`src/rtl/btn_cursor_ctrl.sv`:
```
// btn_cursor_ctrl: five-button front end (sync, debounce, press detect) driving
// an X/Y cursor on a COLS x ROWS grid with edge saturation or wrap, plus a
// centre-button select strobe.
// Optional feature macro: AUTO_REPEAT_EN (held directions auto-repeat).
module btn_cursor_ctrl #(
  parameter int unsigned DEBOUNCE_CYCLES = 16,
  parameter int unsigned COLS            = 8,
  parameter int unsigned ROWS            = 4,
  parameter int unsigned WRAP            = 0,
  parameter int unsigned REPEAT_DELAY    = 64,
  parameter int unsigned REPEAT_RATE     = 16
) (
  input  logic                      clk,
  input  logic                      rst,
  input  logic                      bC,
  input  logic                      bL,
  input  logic                      bU,
  input  logic                      bR,
  input  logic                      bD,
  output logic [$clog2(COLS)-1:0]   cur_x,
  output logic [$clog2(ROWS)-1:0]   cur_y,
  output logic                      moved,
  output logic                      sel,
  output logic [4:0]                btn_db
);

  localparam int unsigned XW = $clog2(COLS);
  localparam int unsigned YW = $clog2(ROWS);
  localparam int unsigned CW = $clog2(DEBOUNCE_CYCLES + 1);
  localparam int unsigned NB = 5;

  // Bit positions within {bC,bL,bU,bR,bD}
  localparam int unsigned BC = 4;
  localparam int unsigned BL = 3;
  localparam int unsigned BU = 2;
  localparam int unsigned BR = 1;
  localparam int unsigned BD = 0;

  // Elaboration-time sanity check of the configuration
  if (DEBOUNCE_CYCLES < 1 || COLS < 2 || ROWS < 2 ||
      REPEAT_DELAY < 1 || REPEAT_RATE < 1) begin : g_param_check
    $error("btn_cursor_ctrl: illegal parameter combination");
  end

  logic [NB-1:0] raw_c;
  logic [NB-1:0] s1;
  logic [NB-1:0] s2;
  logic [NB-1:0] db_prev;
  logic [CW-1:0] cnt [NB];
  logic [NB-1:0] press_c;
  logic [3:0]    rep_c;
  logic [3:0]    step_c;
  logic [XW-1:0] nx_c;
  logic [YW-1:0] ny_c;

  assign raw_c   = {bC, bL, bU, bR, bD};
  assign press_c = btn_db & ~db_prev;
  assign step_c  = press_c[3:0] | rep_c;

  // Two-flop synchroniser and per-button debounce counters
  always_ff @(posedge clk) begin
    if (rst) begin
      s1      <= '0;
      s2      <= '0;
      btn_db  <= '0;
      db_prev <= '0;
      for (int i = 0; i < NB; i++) cnt[i] <= '0;
    end else begin
      s1      <= raw_c;
      s2      <= s1;
      db_prev <= btn_db;
      for (int i = 0; i < NB; i++) begin
        if (s2[i] != btn_db[i]) begin
          if (cnt[i] == CW'(DEBOUNCE_CYCLES - 1)) begin
            btn_db[i] <= s2[i];
            cnt[i]    <= '0;
          end else begin
            cnt[i] <= cnt[i] + CW'(1);
          end
        end else begin
          cnt[i] <= '0;
        end
      end
    end
  end

`ifdef AUTO_REPEAT_EN
  localparam int unsigned TMAX = (REPEAT_DELAY > REPEAT_RATE) ? REPEAT_DELAY : REPEAT_RATE;
  localparam int unsigned TW   = $clog2(TMAX + 1);

  logic [TW-1:0] rtmr [4];
  logic [3:0]    rphase;

  // Repeat fires after REPEAT_DELAY cycles of hold, then every REPEAT_RATE cycles
  always_comb begin
    rep_c = '0;
    for (int i = 0; i < 4; i++) begin
      if (btn_db[i] && !press_c[i]) begin
        rep_c[i] = rphase[i] ? (rtmr[i] == TW'(REPEAT_RATE - 1))
                             : (rtmr[i] == TW'(REPEAT_DELAY - 1));
      end
    end
  end

  // Per-direction repeat timers, restarted by each press and cleared on release
  always_ff @(posedge clk) begin
    if (rst) begin
      rphase <= '0;
      for (int i = 0; i < 4; i++) rtmr[i] <= '0;
    end else begin
      for (int i = 0; i < 4; i++) begin
        if (press_c[i] || !btn_db[i]) begin
          rtmr[i]   <= '0;
          rphase[i] <= 1'b0;
        end else if (rep_c[i]) begin
          rtmr[i]   <= '0;
          rphase[i] <= 1'b1;
        end else begin
          rtmr[i] <= rtmr[i] + TW'(1);
        end
      end
    end
  end
`else
  assign rep_c = '0;
`endif

  // Next cursor position; opposing steps on one axis cancel
  always_comb begin
    nx_c = cur_x;
    ny_c = cur_y;
    if (step_c[BL] && !step_c[BR]) begin
      if (cur_x == '0) nx_c = (WRAP != 0) ? XW'(COLS - 1) : cur_x;
      else             nx_c = cur_x - XW'(1);
    end else if (step_c[BR] && !step_c[BL]) begin
      if (cur_x == XW'(COLS - 1)) nx_c = (WRAP != 0) ? '0 : cur_x;
      else                        nx_c = cur_x + XW'(1);
    end
    if (step_c[BU] && !step_c[BD]) begin
      if (cur_y == '0) ny_c = (WRAP != 0) ? YW'(ROWS - 1) : cur_y;
      else             ny_c = cur_y - YW'(1);
    end else if (step_c[BD] && !step_c[BU]) begin
      if (cur_y == YW'(ROWS - 1)) ny_c = (WRAP != 0) ? '0 : cur_y;
      else                        ny_c = cur_y + YW'(1);
    end
  end

  // Registered cursor, move pulse and select strobe
  always_ff @(posedge clk) begin
    if (rst) begin
      cur_x <= '0;
      cur_y <= '0;
      moved <= 1'b0;
      sel   <= 1'b0;
    end else begin
      cur_x <= nx_c;
      cur_y <= ny_c;
      moved <= (nx_c != cur_x) || (ny_c != cur_y);
      sel   <= press_c[BC];
    end
  end

endmodule

```
`config.mk`:
```
export PLATFORM = sky130hd
export DESIGN_NAME = btn_cursor_ctrl
export DESIGN_NICKNAME = d
export VERILOG_FILES = /design/src/rtl/btn_cursor_ctrl.sv
export SDC_FILE = /design/constraint.sdc
export NUM_CORES = 1
export LEC_CHECK = 0
export CORE_ASPECT_RATIO = 0.7
export CORE_MARGIN = 3
export CORE_UTILIZATION = 52
export CTS_BUF_LIST = sky130_fd_sc_hd__clkbuf_8
export CTS_CLUSTER_SIZE = 16
export DETAILED_ROUTE_END_ITERATION = 12
export HOLD_SLACK_MARGIN = 0.1
export MAX_ROUTING_LAYER = met4
export PLACE_DENSITY_LB_ADDON = 0.1
export REMOVE_ABC_BUFFERS = 1
export SETUP_SLACK_MARGIN = 0.1
export SYNTH_ARGS = -nofsm -noshare
export SYNTH_HDL_FRONTEND = slang
export SYNTH_SLANG_ARGS = --single-unit
```
`constraint.sdc`:
```
create_clock -name clk -period 1.8 [get_ports clk]
set_clock_uncertainty 0.2 [all_clocks]
set_input_delay 0.18 -clock clk [delete_from_list [all_inputs] [get_ports clk]]
set_output_delay 0.18 -clock clk [all_outputs]
set_load 0.005 [all_outputs]
```
After elaboration in Yosys (flattened, before gate mapping)
Memories as Yosys holds them, arrays and structs flattened.
Cells that the tools add are included.
{"block": "totals", "regBits": 27, "ramBits": 25, "inputBits": 7, "output_inout_bits": 12, "word_cells": 149, "memories": 1}
{"block": "classes", "addsub": 9, "eq_ne": 14, "muxes": 80, "bitwise": 17, "reduce_logical": 16}
{"memory": "cnt", "depth": 5, "width": 5, "read_ports": 5, "rd_clocked_by_memory_dff": 0, "write_ports": 5, "line": "49", "source": "logic [CW-1:0] cnt [NB];"}
{"cell": "$mux W5", "count": 15}
{"cell": "$mux W1", "count": 57}
{"cell": "$add A5 B1 Y5 const B", "count": 5}
{"cell": "$eq A5 B4 Y1 const B", "count": 5}
{"cell": "$or A1 B1 Y1", "count": 15}
{"cell": "$mux W3", "count": 4}
{"cell": "$reduce_and A2 Y1", "count": 5}
{"cell": "$mux W2", "count": 4}
{"cell": "$and A5 B5 Y5", "count": 1}
{"cell": "$ne A1 B1 Y1", "count": 5}
{"cell": "$not A5 Y5", "count": 1}
{"cell": "$logic_and A1 B1 Y1", "count": 4}
{"cell": "$logic_not A1 Y1", "count": 4}
{"cell": "$add A3 B1 Y3 const B", "count": 1}
{"cell": "$eq A3 B3 Y1 const B", "count": 1}
{"cell": "$logic_not A3 Y1", "count": 1}
{"cell": "$ne A3 B3 Y1", "count": 1}
{"cell": "$sub A3 B1 Y3 const B", "count": 1}
{"cell": "$add A2 B1 Y2 const B", "count": 1}
{"cell": "$eq A2 B2 Y1 const B", "count": 1}
{"cell": "$logic_not A2 Y1", "count": 1}
{"cell": "$ne A2 B2 Y1", "count": 1}
{"cell": "$sub A2 B1 Y2 const B", "count": 1}
{"cell": "$logic_or A1 B1 Y1", "count": 1}

Logic depth before layout (Yosys ltp)
Gate-level depths: netlist (run 1).
An unclocked memory read counts as a cell.
{"block": "logic_depth", "ltp_word": 9, "mapped_depth": 6}

Least setup slack after synthesis (run 1)
Ideal clock, no wire load.
{"block": "synth_path", "path_kind": "register -> register", "start": "memory cnt[2][0] in the netlist's numbering", "end": "memory cnt[2][2] in the netlist's numbering (data pin)", "arrival_ns": 1.485, "required_time_ns": 1.461, "setup_slack_ns": -0.024, "path_stages_with_launch": 6, "path_buffers": 0, "cell_sequence": "edfxtp_1 > ha_1 > and3_1 > ha_1 > or3_1 > nor2_1"}
{"element": "start, declared", "line": "49"}

==> results.yml, run 1 <==
min_path:
  whs_path_depth: 1
  min-delay-start: "db_prev[4]"
  whs_endpoint: "sel"
  hold_path.class: "reg -> reg"
cells_and_area:
  syn2layout_area_growth_pct: 38.5
  seq_area_mm2: 0.00130
  layout_commonest_cell: "buf_4"
  antenna_cells: 0
  multi_input_area_mm2: 0.00120
  drive_above_1_share: 0.315
  nNetsFinal: 292
  mostFrequentLayoutCells: "buf_4, edfxtp_1, conb_1, dfxtp_1"
  fill_cells: 265
timing:
  setup_viol_count_final: 6
  finalHoldViolations: 0
  rsz0062_at_grt: "true"
  maxSlewViolCount: 0
  holdWs_ns: 0.206
  max_freq_ghz: 0.552
  finalCriticalPeriod_ns: 1.81
  finalCritPeriodShare: 1.01
  worst_slack_ns: -0.0120
yosys:
  yosysSeqAreaShare: 0.578
  synth_compound_area_frac: 0.0392
  synth_simple_gate_area_frac: 0.197
  syn_inst: 199
  synth_top_area_frac: 0.336
  synth_edf_count: 25
  synthFlopType: "dfxtp_1"
  ys_ff_latch: 52
  synthAdderAreaFrac: 0.0729
  synth_xor_area_frac: 0.0589
  netlist_area_mm2: 0.00223
  syn_avg_cell_area_um2: 11.2
  post-synth-top-area-cell: "edfxtp_1"
  synth_cell_types: 29
  yosys_warnings: 0
  synth_top_family_by_area: "simple AND/OR/NAND/NOR gates"
  synth_mux_area_frac: 0.0269
  ys_top_cells_by_area: "edfxtp_1, dfxtp_1, ha_1"
  async_flop_share: 0
die:
  start_util: 0.556
  die_area_mm2: 0.00513
  die_h_um: 60.8
  core_mm2: 0.00402
  die_w_um: 84.3
  rows: 19
  num_io_pins: 19
clock_tree:
  tritoncts: "built"
  cts_htree_levels: 2
  cts_num_sinks: 52
  numCtsBuffers: 5
  cts_buffer_depth: 2
  root_buffer: "clkbuf_8"
  path_clk_slew_ns: 0.10
  hold_buffers: 0
  worstSkewPairLatency_ns: 0.30
drt:
  routed_via_density: 4.71
  routed_wl_um: 4060
  vias: 1531
  ant_nets: 0
  drtPass1Iterations: 4
  drc: 0
  wl_per_cell_um: 12.5
  initialDrtViolationCount: 52
placement:
  portBuffers: 18
  post-place-ws_ns: -0.0916
  routabilityCongestion: 0.799
  place_hpwl_um: 2510
grt:
  grt_use_total: 0.167
  grt_pass1_wl_um: 6320
  grt_max_degree: 21
  grt_pass1_vias: 1485
  grt_overflow_total: 0
  antenna_found_initial: 0
power:
  p_leak_nw: 1.19
  power.density_mw_per_mm2: 690
  vdd_drop_max_mv: 0.498
critical_path:
  arrival_ns: 1.77
  r2r_slack_ns: -0.01
  crit_type: "reg -> reg"
  required_ns: 1.76
  worstRegToRegCells: 5
  cp-start-kind: "flop"
  crit_start: "cnt[4][1]"
  cp_max_fo: 5
  r2r_end: "cnt[4][0]"
  endpoint_kind: "flop"
  worstReg2RegStart: "cnt[4][1]"
flow_run:
  cap_violations: 0
status:
  violations: "setup timing"
  outcome: "finished with violations"
==> state kept, by name (all words and copies together), names as in the netlist <==
name,flops
cnt,25
btn_db,5
db_prev,5
s1,5
s2,5
cur_x,3
cur_y,2
moved,1
sel,1
==> kinds of logic after synthesis <==
kind of cell / after synthesis
AO/OA/AOI/OAI: 13
XOR/XNOR: 15
adder cells (fa/ha/maj): 13
buffers and inverters: 15
flip-flops: 52
multiplexers: 6
other: 1
AND/OR/NAND/NOR: 84
==> timing repair <==
item,CTS,global route
resized for setup,34,26
setup buffers,5,4
setup endpoints to repair,26,31
pin swaps,24,11
==> worst max-delay path by stage <==
stage                endpoint  slack, ns  cells past startpoint
global placement    cnt[4][2]      -0.03                      5
global route        cnt[4][0]      -0.06                      5
detailed placement  cnt[2][3]      -0.09                      5
floorplan           cnt[2][2]      -0.02                      5
CTS                 cnt[2][3]       0.01                      5
finish              cnt[4][0]      -0.01                      5
==> cells in the mapped netlist (2+ instances only) <==
cell and number:
nor2_1 37, dfxtp_1 27, edfxtp_1 25, nor2b_1 17, ha_1 13, inv_1 12
xnor2_1 10, nand3_1 7, mux2i_1 6, or3_1 6, a21oi_1 5, and3_1 5
xor2_1 5, o21ai_0 4, clkbuf_1 3, nand2_1 3, nand2b_1 2
==> stage by stage <==
stage / total power [mW] / instance area, um2 / util / cells / setup TNS [ns]
after floorplan: 1.41 / 2310 / - / 220 / -0.0820
after global placement: 1.48 / 2710 / 0.675 / 309 / -0.391
after detailed placement: 1.48 / 2710 / 0.675 / 309 / -1.06
after CTS: 2.12 / 2980 / 0.742 / 322 / 0
after global routing: 2.23 / 3090 / 0.769 / 325 / -0.809
final: 2.13 / 3090 / 0.769 / 325 / -0.0442
==> metal layers <==
layer,GRT usage,share of wire,vias up
met2,0.299,0.50,26
met1,0.185,0.45,716
met3,0.0393,0.033,5
met4,0.0619,0.011,0
li1,-,-,784
met5,-,0,-
==> power by group <==
part	internal (mW)	leakage [nW]	total, mW	switching (mW)
Combinational	0.105	0.660	0.199	0.0942
Clock	0.267	0.0453	0.629	0.362
Sequential	1.28	0.480	1.31	0.0271
Total	1.65	1.19	2.13	0.483
==> worst max-delay path: stages (launching register included) <==
cell      delay [ns]
edfxtp_1        0.43
ha_2            0.20
and3_4          0.15
ha_4            0.15
or3_4           0.43
nor2_1          0.11
==> area by class of cell <==
cell class	instances	area share
clock inverter	3	0.00526
inverter	12	0.0146
tap	52	0.0211
clock buffer	5	0.0223
timing repair buffer	45	0.128
sequential	52	0.419
multi-input combinational	156	0.389
(Power assumes the default switching activity.)
==> run 2, diff against run 1 <==
--- a/config.mk
+++ b/config.mk
@@ -15,7 +15,7 @@
 export MAX_ROUTING_LAYER = met4
 export PLACE_DENSITY_LB_ADDON = 0.1
 export REMOVE_ABC_BUFFERS = 1
-export SETUP_SLACK_MARGIN = 0.1
+export SETUP_SLACK_MARGIN = 0.4
 export SYNTH_ARGS = -nofsm -noshare
 export SYNTH_HDL_FRONTEND = slang
 export SYNTH_SLANG_ARGS = --single-unit
==> run 2 against run 1 <==
  * The flow now finishes without violations
  * Total power increased by 0.71%
  * Core utilization increased by 4.6 points
  * Non-clock buffer count increased by 14
  * Die area unchanged
  * Maximum frequency increased by 1.1%
  * Sequential cell count unchanged
  * Critical endpoint is now cnt[2][3]
  * Cell area increased by 6.0%
  * Count of clock-buffer cells in the layout unchanged
  * Sequential power about the same
  * Combinational power increased by 9.5%
  * First-iteration DRC count increased by 23%
  * Routed wire length increased by 8.9%
==> results.yml, run 2 (synthesized netlist as in run 1, its figures left out) <==
grt:
  grt_use_total: 0.176
  antenna_found_initial: 0
  grt_max_degree: 21
  grt_pass1_vias: 1534
  grt_overflow_total: 0
  grt_pass1_wl_um: 6700
clock_tree:
  tritoncts: "built"
  cts_buffer_depth: 2
  worstSkewPairLatency_ns: 0.30
  cts_num_sinks: 52
  cts_htree_levels: 2
  root_buffer: "clkbuf_8"
  path_clk_slew_ns: 0.09
  numCtsBuffers: 5
timing:
  finalCritPeriodShare: 0.996
  max_freq_ghz: 0.558
  rsz0062_at_grt: "true"
  maxSlewViolCount: 0
  holdWs_ns: 0.222
  finalCriticalPeriod_ns: 1.79
  finalHoldViolations: 0
  worst_slack_ns: 0.00707
  setup_viol_count_final: 0
  setup-tns-final_ns: 0
drt:
  drc: 0
  routed_wl_um: 4420
  ant_nets: 0
  drtPass1Iterations: 4
  routed_via_density: 4.80
  vias: 1627
  wl_per_cell_um: 13.1
  initialDrtViolationCount: 64
placement:
  dp.cells: 309
  post-place-ws_ns: -0.0916
  portBuffers: 18
  routabilityCongestion: 0.799
  placed_area_mm2: 0.00271
  place_hpwl_um: 2510
die:
  rows: 19
  start_util: 0.556
  die_h_um: 60.8
  die_area_mm2: 0.00513
  die_w_um: 84.3
  num_io_pins: 19
  core_mm2: 0.00402
critical_path:
  crit_chain: "ha_2 -> and3_4 -> ha_4 -> or3_4 -> nor2_2"
  required_ns: 1.77
  cp_max_fo: 5
  worst-path-stages: 5
  crit_type: "reg -> reg"
  r2r_slack_ns: 0.007
  cpPeakStageDelay_ns: 0.40
  cp_top_family: "simple AND/OR/NAND/NOR gates"
  cp-start-kind: "flop"
  arrival_ns: 1.76
  worstRegToRegCells: 5
  r2r_end: "cnt[2][3]"
  worstReg2RegStart: "cnt[2][1]"
  endpoint_kind: "flop"
  cp_num_buf_inv: 0
  slowest_stage: "edfxtp_1"
min_path:
  whs_path_depth: 1
  whs_endpoint: "sel"
  min-delay-start: "db_prev[4]"
  hold_path.class: "reg -> reg"
cells_and_area:
  design_area_mm2: 0.00328
  antenna_cells: 0
  largest_reg_flops: 25
  nNetsFinal: 306
  syn2layout_area_growth_pct: 46.8
  finish.utilization: 0.816
  stdcell_count: 339
  layout_commonest_cell: "buf_4"
  drive_above_1_share: 0.387
  mostFrequentLayoutCells: "buf_4, edfxtp_1, conb_1, nor2_1, dfxtp_1"
  top_register: "cnt"
power:
  p_leak_nw: 1.34
  power.density_mw_per_mm2: 656
  total_power_mw: 2.15
  vdd_drop_max_mv: 0.495
status:
  outcome: "finished clean"
flow_run:
  cap_violations: 0
-- run 2: power breakdown --
| part | total (mW) | switching [mW] | internal [mW] |
|---|---|---|---|
| sequential | 1.30 | 0.0309 | 1.27 |
| clock | 0.631 | 0.364 | 0.267 |
| combinational | 0.218 | 0.102 | 0.116 |
-- run 2: worst max-delay path by stage --
stage                          from        end  slack (ns)
after floorplan           cnt[2][0]  cnt[2][2]       -0.02
after detailed placement  cnt[2][0]  cnt[2][3]       -0.09
after global placement    cnt[4][0]  cnt[4][2]       -0.03
after global routing      cnt[1][1]  cnt[1][0]       -0.05
after CTS                 cnt[2][1]  cnt[2][3]        0.01
final                     cnt[2][1]  cnt[2][3]       0.007
-- run 2: area by class of cell --
| cell class | count | area (um2) |
|---|---|---|
| Clock buffer | 5 | 68.8 |
| Clock inverter | 3 | 16.3 |
| Fill cell | 232 | 741 |
| Inverter | 12 | 50.0 |
| Multi-Input combinational cell | 156 | 1220 |
| Sequential cell | 52 | 1320 |
| Tap cell | 52 | 65.1 |
| Timing Repair Buffer | 59 | 528 |
-- run 2: layer usage --
metal  wire [um]  track usage  up-vias
li1            -            -      824
met2        2200        0.301       42
met3         147       0.0380       16
met4         137       0.0757        0
met5           0            -        -
met1        1940        0.205      745
-- run 2: timing repair --
| action | in CTS | in global routing |
|---|---|---|
| resized for setup | 80 | 20 |
| hold buffers | 0 | 0 |
| buffers inserted | 13 | 9 |
| setup endpoints to repair | 46 | 34 |
| pin swaps | 32 | 17 |
-- run 2: worst reg2reg max path: stages (launching register included) --
cell	delay, ns
edfxtp_1	0.40
ha_2	0.21
and3_4	0.18
ha_4	0.15
or3_4	0.40
nor2_2	0.11
